`config.mk`:
```
export PLATFORM = sky130hd
export DESIGN_NAME = uart_rx_multi
export DESIGN_NICKNAME = d
export VERILOG_FILES = /design/src/rtl/uart_rx_multi.sv
export SDC_FILE = /design/constraint.sdc
export NUM_CORES = 1
export LEC_CHECK = 0
export BUFFER_PORTS_ARGS = -buffer_cell sky130_fd_sc_hd__buf_2
export CAP_MARGIN = 20
export CORE_MARGIN = 2
export CORE_UTILIZATION = 62
export DETAILED_ROUTE_END_ITERATION = 10
export PLACE_DENSITY = 0.83
export SLEW_MARGIN = 20
export SYNTH_ARGS = -nofsm -noshare
export SYNTH_HDL_FRONTEND = slang
export SYNTH_SLANG_ARGS = --single-unit
```
`constraint.sdc`:
```
create_clock -name clk -period 4.1 [get_ports clk]
set_input_delay 0.41 -clock clk [delete_from_list [all_inputs] [get_ports clk]]
set_output_delay 0.41 -clock clk [all_outputs]
set_load 0.1 [all_outputs]
```
`src/rtl/uart_rx_multi.sv`:
```
// UART receiver with runtime framing (baud, data width, parity, stop bits),
// 3-sample majority voting, break detection and a small output frame FIFO.
module uart_rx_multi #(
    parameter int MAX_DATA_BITS = 9,
    parameter int DIV_WIDTH     = 16,
    parameter int FIFO_DEPTH    = 4
) (
    input  logic                     clk,
    input  logic                     rst,
    input  logic                     rx,
    input  logic [DIV_WIDTH-1:0]     baud_div,
    input  logic [3:0]               data_bits,
    input  logic [1:0]               parity_type,
    input  logic                     stop2,
    input  logic                     rx_ready,
    output logic                     rx_valid,
    output logic [MAX_DATA_BITS-1:0] rx_data,
    output logic                     rx_parity_err,
    output logic                     rx_frame_err,
    output logic                     overrun,
    output logic                     break_det
);
    localparam int EW = MAX_DATA_BITS + 2;
    localparam int AW = $clog2(FIFO_DEPTH);
    localparam int CW = AW + 1;
    localparam logic [DIV_WIDTH-1:0] NMIN = DIV_WIDTH'(4);
    localparam logic [3:0]           DMAX = 4'(MAX_DATA_BITS);

    typedef enum logic [2:0] {IDLE, START, DATA, PARITY, STOP1, STOP2, BREAK_WAIT} state_t;
    state_t state, state_nx;

    logic r1, rxs, rxs_d, armed;
    logic [DIV_WIDTH-1:0]     n_r, cnt, mid;
    logic [3:0]               db_r, idx;
    logic                     pen, podd, st2;
    logic                     s0, s1, pbit, sbit, perr, ferr;
    logic [MAX_DATA_BITS-1:0] data;
    logic                     start_det, dec, wrap, bit_now, stop_first, is_brk, ferr_c;
    logic                     push, brk;

    always_ff @(posedge clk or negedge rst) begin
        if (!rst) begin
            r1 <= 1'b1; rxs <= 1'b1; rxs_d <= 1'b1; armed <= 1'b0;
        end else begin
            r1 <= rx; rxs <= r1; rxs_d <= rxs;
            if (rxs) armed <= 1'b1;
        end
    end

    assign start_det  = armed && state == IDLE && rxs_d && !rxs;
    assign mid        = n_r >> 1;
    assign dec        = cnt == mid + DIV_WIDTH'(1);
    assign wrap       = cnt == n_r - DIV_WIDTH'(1);
    assign bit_now    = (s0 & s1) | (s0 & rxs) | (s1 & rxs);
    assign stop_first = (state == STOP1) ? bit_now : sbit;
    assign is_brk     = data == '0 && (!pen || !pbit) && !stop_first;
    assign ferr_c     = ferr | ~bit_now;

    always_ff @(posedge clk or negedge rst) begin
        if (!rst) state <= IDLE;
        else      state <= state_nx;
    end

    always_comb begin
        state_nx = state;
        push     = 1'b0;
        brk      = 1'b0;
        case (state)
            IDLE:   if (start_det) state_nx = START;
            START:  if (dec && bit_now) state_nx = IDLE;
                    else if (wrap) state_nx = DATA;
            DATA:   if (wrap && idx == db_r - 4'd1) state_nx = pen ? PARITY : STOP1;
            PARITY: if (wrap) state_nx = STOP1;
            STOP1:  if (dec && !st2) begin
                        if (is_brk) begin brk = 1'b1; state_nx = BREAK_WAIT; end
                        else begin push = 1'b1; state_nx = IDLE; end
                    end else if (wrap && st2) state_nx = STOP2;
            STOP2:  if (dec) begin
                        if (is_brk) begin brk = 1'b1; state_nx = BREAK_WAIT; end
                        else begin push = 1'b1; state_nx = IDLE; end
                    end
            BREAK_WAIT: if (rxs) state_nx = IDLE;
            default: state_nx = IDLE;
        endcase
    end

    // Frame settings are captured at the start edge so mid-frame changes are ignored.
    always_ff @(posedge clk or negedge rst) begin
        if (!rst) begin
            n_r <= NMIN; db_r <= 4'd5; pen <= 1'b0; podd <= 1'b0; st2 <= 1'b0;
            cnt <= '0; idx <= '0; data <= '0; s0 <= 1'b1; s1 <= 1'b1;
            pbit <= 1'b0; sbit <= 1'b1; perr <= 1'b0; ferr <= 1'b0;
        end else if (start_det) begin
            n_r  <= (baud_div < NMIN) ? NMIN : baud_div;
            db_r <= (data_bits < 4'd5) ? 4'd5 : (data_bits > DMAX) ? DMAX : data_bits;
            pen  <= parity_type == 2'd1 || parity_type == 2'd2;
            podd <= parity_type == 2'd2;
            st2  <= stop2;
            cnt <= '0; idx <= '0; data <= '0; perr <= 1'b0; ferr <= 1'b0;
        end else if (state != IDLE && state != BREAK_WAIT) begin
            cnt <= wrap ? '0 : cnt + DIV_WIDTH'(1);
            if (cnt == mid - DIV_WIDTH'(1)) s0 <= rxs;
            if (cnt == mid) s1 <= rxs;
            if (dec) begin
                case (state)
                    DATA:   data[idx] <= bit_now;
                    PARITY: begin pbit <= bit_now; perr <= (^data) ^ bit_now ^ podd; end
                    STOP1:  begin sbit <= bit_now; ferr <= ferr_c; end
                    STOP2:  ferr <= ferr_c;
                    default: ;
                endcase
            end
            if (wrap && state == DATA) idx <= idx + 4'd1;
        end
    end

    logic [EW-1:0] mem [FIFO_DEPTH];
    logic [AW-1:0] wptr, rptr;
    logic [CW-1:0] count;
    logic          full, pop, accept;
    logic [EW-1:0] head;

    assign full   = count == CW'(FIFO_DEPTH);
    assign pop    = rx_valid & rx_ready;
    assign accept = push & (!full | pop);

    always_ff @(posedge clk or negedge rst) begin
        if (!rst) begin
            for (int i = 0; i < FIFO_DEPTH; i++) mem[i] <= '0;
            wptr <= '0; rptr <= '0; count <= '0; overrun <= 1'b0; break_det <= 1'b0;
        end else begin
            if (accept) begin
                mem[wptr] <= {ferr_c, perr, data};
                wptr      <= wptr + AW'(1);
            end
            if (pop) rptr <= rptr + AW'(1);
            case ({accept, pop})
                2'b10:   count <= count + CW'(1);
                2'b01:   count <= count - CW'(1);
                default: ;
            endcase
            overrun   <= push & full & !pop;
            break_det <= brk;
        end
    end

    assign head          = mem[rptr];
    assign rx_valid      = count != '0;
    assign rx_data       = head[MAX_DATA_BITS-1:0];
    assign rx_parity_err = head[MAX_DATA_BITS];
    assign rx_frame_err  = head[MAX_DATA_BITS+1];
endmodule
```
-- Yosys cells after proc, flatten, opt, wreduce, memory -nomap -nowiden
Cells that the tools add are included.
- output and inout bits: 14
- flip-flop bits (word level): 118
- input port bits: 27
- word-level logic and storage cells: 183
- mux-type cells: 52
- eq/ne operators: 24
- $add $sub $neg: 10
- bitwise operators: 17
- reduce and logical (&&, ||, !) cells: 44
- order comparisons: 8
- operators by type and width (operator ; count):
    two-way mux 16 bit ; 4
    == test 16 bit ; 3
    bitwise mux 44 bit ; 1
    two-way mux 9 bit ; 4
    two-way mux 11 bit ; 3
    two-way mux 3 bit ; 11
    binary-select mux 11 bit (select 2 bit) ; 1
    demux 11 bit (select 2 bit) ; 1
    one-hot mux 3 bit (7 select lines) ; 1
    two-way mux 4 bit ; 5
    AND reduction 3 bit ; 6
    adder 15 x 1 -> 16 bit (second input constant) ; 1
    adder 16 x 1 -> 16 bit (second input constant) ; 1
    == test 16 x 15 -> 1 bit ; 1
    < comparator 16 x 3 -> 1 bit (second input constant) ; 1
    two-way mux 1 bit ; 16
    subtractor 15 x 1 -> 16 bit (second input constant) ; 1
    subtractor 16 x 1 -> 16 bit (second input constant) ; 1
    nonzero test 2 bit ; 7
    logical AND 1 bit ; 13
    == test 3 bit (second input constant) ; 4
    inequality test 2 bit (second input constant) ; 5
    bitwise mux 9 bit ; 1
    logical NOT 9 bit ; 1
    other kinds (35) ; 62

-- Longest topological paths before layout
- word-level depth: 12
- mapped depth: 14
- depth with buffers taken out: 13

-- Least setup slack after synthesis
Ideal clock, no wire load.
- path kind: register to register
- from: register n_r[2]
- to: register count[1]
- stages on the path, launching flop included: 13
- buffers on the path: 1
- path slack: 0.856 ns
- setup time: 0.083 ns
- arrival time: 3.161 ns
- data required time: 4.017 ns
- cells stage by stage: dfstp_2 -> clkbuf_1 -> inv_1 -> ha_1 -> xnor2_1 -> nand3b_1 -> nor4_1 -> nand3_1 -> or4_1 -> ha_1 -> inv_1 -> fa_1 -> o21ai_0
- longest elaborated chain between the ends: 8
- elaborated cells on any way between the ends: 11
- those cells by class: add/sub (1); eq/ne (3); mux (4); bitwise (1); reduce/logical (2)
- RTL lines (item ; RTL line ; source):
    start: declaration ; 33 ; logic [DIV_WIDTH-1:0] n_r, cnt, mid;
    start signal: assignment ; 94 ; n_r <= (baud_div < NMIN) ? NMIN : baud_div;
    adder 15 x 1 -> 16 bit (*) ; 52 ; assign dec = cnt == mid + DIV_WIDTH'(1);
    == test 16 bit (*) ; 52 ;
    logical AND 1 bit ; 74 ; STOP1: if (dec && !st2) begin
    two-way mux 1 bit ; 74 ;
    one-hot mux 1 bit (2 select lines) (*) ; 68 ; case (state)
    AND 1 bit (*) ; 125 ; assign accept = push & (!full | pop);
    == test 2 x 1 -> 1 bit / == test 2 bit (equally long branches) ; 137 ; case ({accept, pop})
    one-hot mux 3 bit (2 select lines) / nonzero test 2 bit (equally long branches) ; -- ;
    end signal: assignment ; 138 ; 2'b10: count <= count + CW'(1);
    end signal: assignment ; 139 ; 2'b01: count <= count - CW'(1);
    end: declaration ; 119 ; logic [CW-1:0] count;
Every way passes the cells marked *; elsewhere a longest branch is shown, timed or not.
A chain may end at the register's enable or synchronous reset.

-- Final worst setup path
- from: register n_r[1]
- to: register cnt[3]
- longest elaborated chain between the ends: 5
- RTL lines (item ; RTL line ; source):
    subtractor 16 x 1 -> 16 bit ; 53 ; assign wrap = cnt == n_r - DIV_WIDTH'(1);
    == test 16 bit ; 53 ;
    two-way mux 16 bit ; 101 ; cnt <= wrap ? '0 : cnt + DIV_WIDTH'(1);
    two-way mux 16 bit ; 100 ; end else if (state != IDLE && state != BREAK_WAIT) begin
    two-way mux 16 bit ; 93 ; end else if (start_det) begin
    end signal: assignment ; 101 ;
    end: declaration ; 33 ;
Every way passes these cells. The select of a mux whose other input is x is not followed.

==> results by group <==
Power and ir drop
  – Tot Pwr: 5100 uW
  – Leakage: 0.00387 uW
  – Sw Share: 0.409
  – P_int: 3020 uW
  – Psw: 2090 uW
  – Combinational cell fraction of total power: 0.363
  – Power per cell area: 614 nW/um^2
  – Worst vdd ir: 0.372 mV
  – Reg power frac: 0.340
  – Clk pwr share: 0.298

Setup path
  – Kind of cell adding the most delay to the critical path: simple AND/OR/NAND/NOR gates
  – CP max FO: 28
  – Setup Crit Path Kind: flip-flop to flip-flop
  – CP peak stage delay: 560 ps
  – CP Data Required Time: 4400 ps
  – Crit start category: flip-flop
  – Max stage delay cell, worst path: or4_4
  – CP endpoint kind: flip-flop
  – CP arrival: 3900 ps
  – Worst path cell trace: inv_1 > ha_1 > and2b_1 > nand2_2 > or4_4 > a2111oi_2 > o2111a_2 > or2_1 > buf_4 > nor3_1 > a311o_1
  – Worst path bufs/invs: 2

Clocking
  – TritonCTS clock tree: built
  – Post-CTS Hold Buffers: 0
  – Post-CTS Setup Bufs: 0
  – Clk root buf: clkbuf_16
  – CTS sink cnt: 118
  – # resized after CTS: 0
  – Max H-tree Level: 4
  – Num CTS Buffers: 17
  – Clk buf depth: 2
  – Later-pin clock latency in the skew report: 430 ps
  – Worst-path clk slew: 60 ps

Drt
  – Vias post-DR: 6050
  – Drc violations: 0
  – Final antenna-violating net count: 0
  – Initial DRC count: 694
  – Average vias per placed instance: 6.37
  – Wire length per cell: 20.8 um
  – WL final: 19700 um
  – Pre-antenna DRT Iters: 8

Yosys
  – Ys Warns: 0
  – Post-synthesis average cell area: 9.74 um^2
  – Sequential-to-total area share from yosys stat: 0.396
  – Top cell type's share of synthesized area: 0.364
  – Synth async-reset ratio: 1.00
  – Cell taking the most area after synthesis: dfrtp_1
  – Ranking of synthesized cells by area: dfrtp_1 (36%), mux2_1 (6.0%), nand2_1 (4.8%)
  – Post-Synthesis Cells: 769
  – Synthesis-stage register bit count: 118
  – Post-synth EDFFs: 0
  – Post-Syn Area: 7490 um^2
  – Dominant synthesized flop cell: dfrtp_1
  – Synth unique cells: 81
  – Synthesized Nets: 816

Placed design
  – HPWL after DPL: 13900 um
  – Final GP Congestion: 1.02
  – IO buf count: 40
  – Setup slack at placement: 570 ps

Floorplan
  – Die area: 13000 um^2
  – Initial cell density of the core: 0.629
  – Die height: 114 um
  – I/O Pins: 41
  – Die Span X: 114 um
  – Core area: 11900 um^2
  – FP Rows: 40

Finish
  – Syn-to-layout area delta: 11.0%
  – Area of the multi-input gates: 4140 um^2
  – Antenna diode count: 0
  – NumNets Final: 838
  – FF+latch area: 2960 um^2
  – Fillcell total: 904
  – Layout cells sized above 1: 0.169

STA
  – Slew Limit Fails: 0
  – RSZ-0062 raised after global routing: false
  – Max-Slew Margin vs Limit: 0.419
  – Final setup viols: 0
  – Total Neg Setup Slack: 0 ps
  – Slew @ Worst Pin: 872 ps
  – Min Tclk post-route: 3600 ps
  – Hold Vio Cnt, Final: 0
  – Clock Skew: 6.18 ps
  – Tcrit/Tclk final: 0.878
  – Fin Hold WS: 11.5 ps
  – Max frequency: 278 MHz
  – Final WS setup: 501 ps

Global route
  – Vias in the first global route: 6188
  – Global Route Usage Sum: 0.323
  – First-pass GRT wire length: 32100 um
  – GRT overflow: 0
  – Initial antenna violation count: 0
  – Largest net degree at the start of global routing: 52

Worst hold path
  – Class of the worst hold path: primary input to asynchronous set/reset pin

Flow run
  – Max Cap Viol: 0

Outcome
  – Status: finished, final reports clean
==> layer usage <==
metal  vias up  part of all wire  track usage
met5         -                 0            0
met4         0             0.040        0.157
met3        64             0.052       0.0664
met2       212              0.50        0.538
met1      2997              0.41        0.404
li1       2777                 -            -
==> kinds of logic after synthesis <==
| kind of cell | share of synthesized area |
|---|---|
| xor gates and xnor gates | 0.0807 |
| DFF | 0.396 |
| AOI/OAI and AO/OA | 0.0963 |
| and+or+nand+nor | 0.208 |
| muxes | 0.131 |
| adders and majority gates | 0.0358 |
| buffers and inverters | 0.0526 |
==> registers in the layout, indices dropped and copies added (netlist names), 2 cells and up <==
name,count
state,3
wptr,2
cnt,16
n_r,16
count,3
data,9
idx,4
mem,44
rptr,2
db_r,4
==> Yosys cell counts (17+ instances only) <==
cell / number
nor4_1: 18
clkbuf_1: 23
dfrtp_1: 109
nand3_1: 26
xnor2_1: 34
ha_1: 19
mux2i_1: 17
inv_1: 34
nor2_1: 37
xor2_1: 35
nand2_1: 95
nor3_1: 20
mux2_1: 40
o21ai_0: 33
==> power by group through the flow <==
stage	logic [uW]	registers (uW)	clock network (uW)
global placement	1770	1730	0
detailed placement	1810	1740	0
finish	1850	1730	1520
CTS	1820	1720	1530
global route	2040	1770	1580
floorplan	1680	1440	0
==> layout make-up <==
cell class              instances  area share
well taps                     147      0.0221
clock buffers                  20      0.0537
flip-flops and latches        118       0.357
repair buffers                 53      0.0361
inverters                      35      0.0158
clock inverters                11      0.0181
multi-input cells             566       0.498
==> cells in the final DEF (no fill, tap or decap), types with 10 or more instances in the layout <==
cell type	netlist	layout
a21o_1	10	10
a21oi_1	14	14
a31oi_1	10	10
and3_1	10	10
buf_2	11	39
buf_4	7	14
clkbuf_16	0	17
dfrtp_1	109	109
ha_1	19	19
inv_1	34	34
mux2_1	40	40
mux2_2	10	10
mux2i_1	17	17
mux4_2	11	11
nand2_1	95	95
nand3_1	26	26
nand4_1	12	12
nor2_1	37	37
nor3_1	20	20
nor3b_1	12	12
nor4_1	18	17
o21ai_0	33	33
xnor2_1	34	34
xor2_1	35	35
==> per-stage QoR <==
stage / instance area [um^2] / std cells / utilization
2_1_floorplan: 7490 / 769 / -
3_3_place_gp: 7710 / 919 / 0.648
3_5_place_dp: 7710 / 919 / 0.648
4_1_cts: 8310 / 950 / 0.698
5_1_grt: 8310 / 950 / 0.698
6_report: 8310 / 950 / 0.698
==> worst paths after layout <==
path | startpoint | endpoint | slack (ps) | depth (start not counted)
max in group asynchronous | rst | n_r[2] | 3140 | 2
min reg2reg | r1 | rxs | 360 | 0
max | n_r[1] | cnt[3] | 500 | 11
min | rst | idx[3] | 10 | 1
max reg2reg | n_r[1] | cnt[3] | 500 | 11
min in group clk | rx | r1 | 80 | 1
Note: power is estimated with default switching activity, not from simulation.
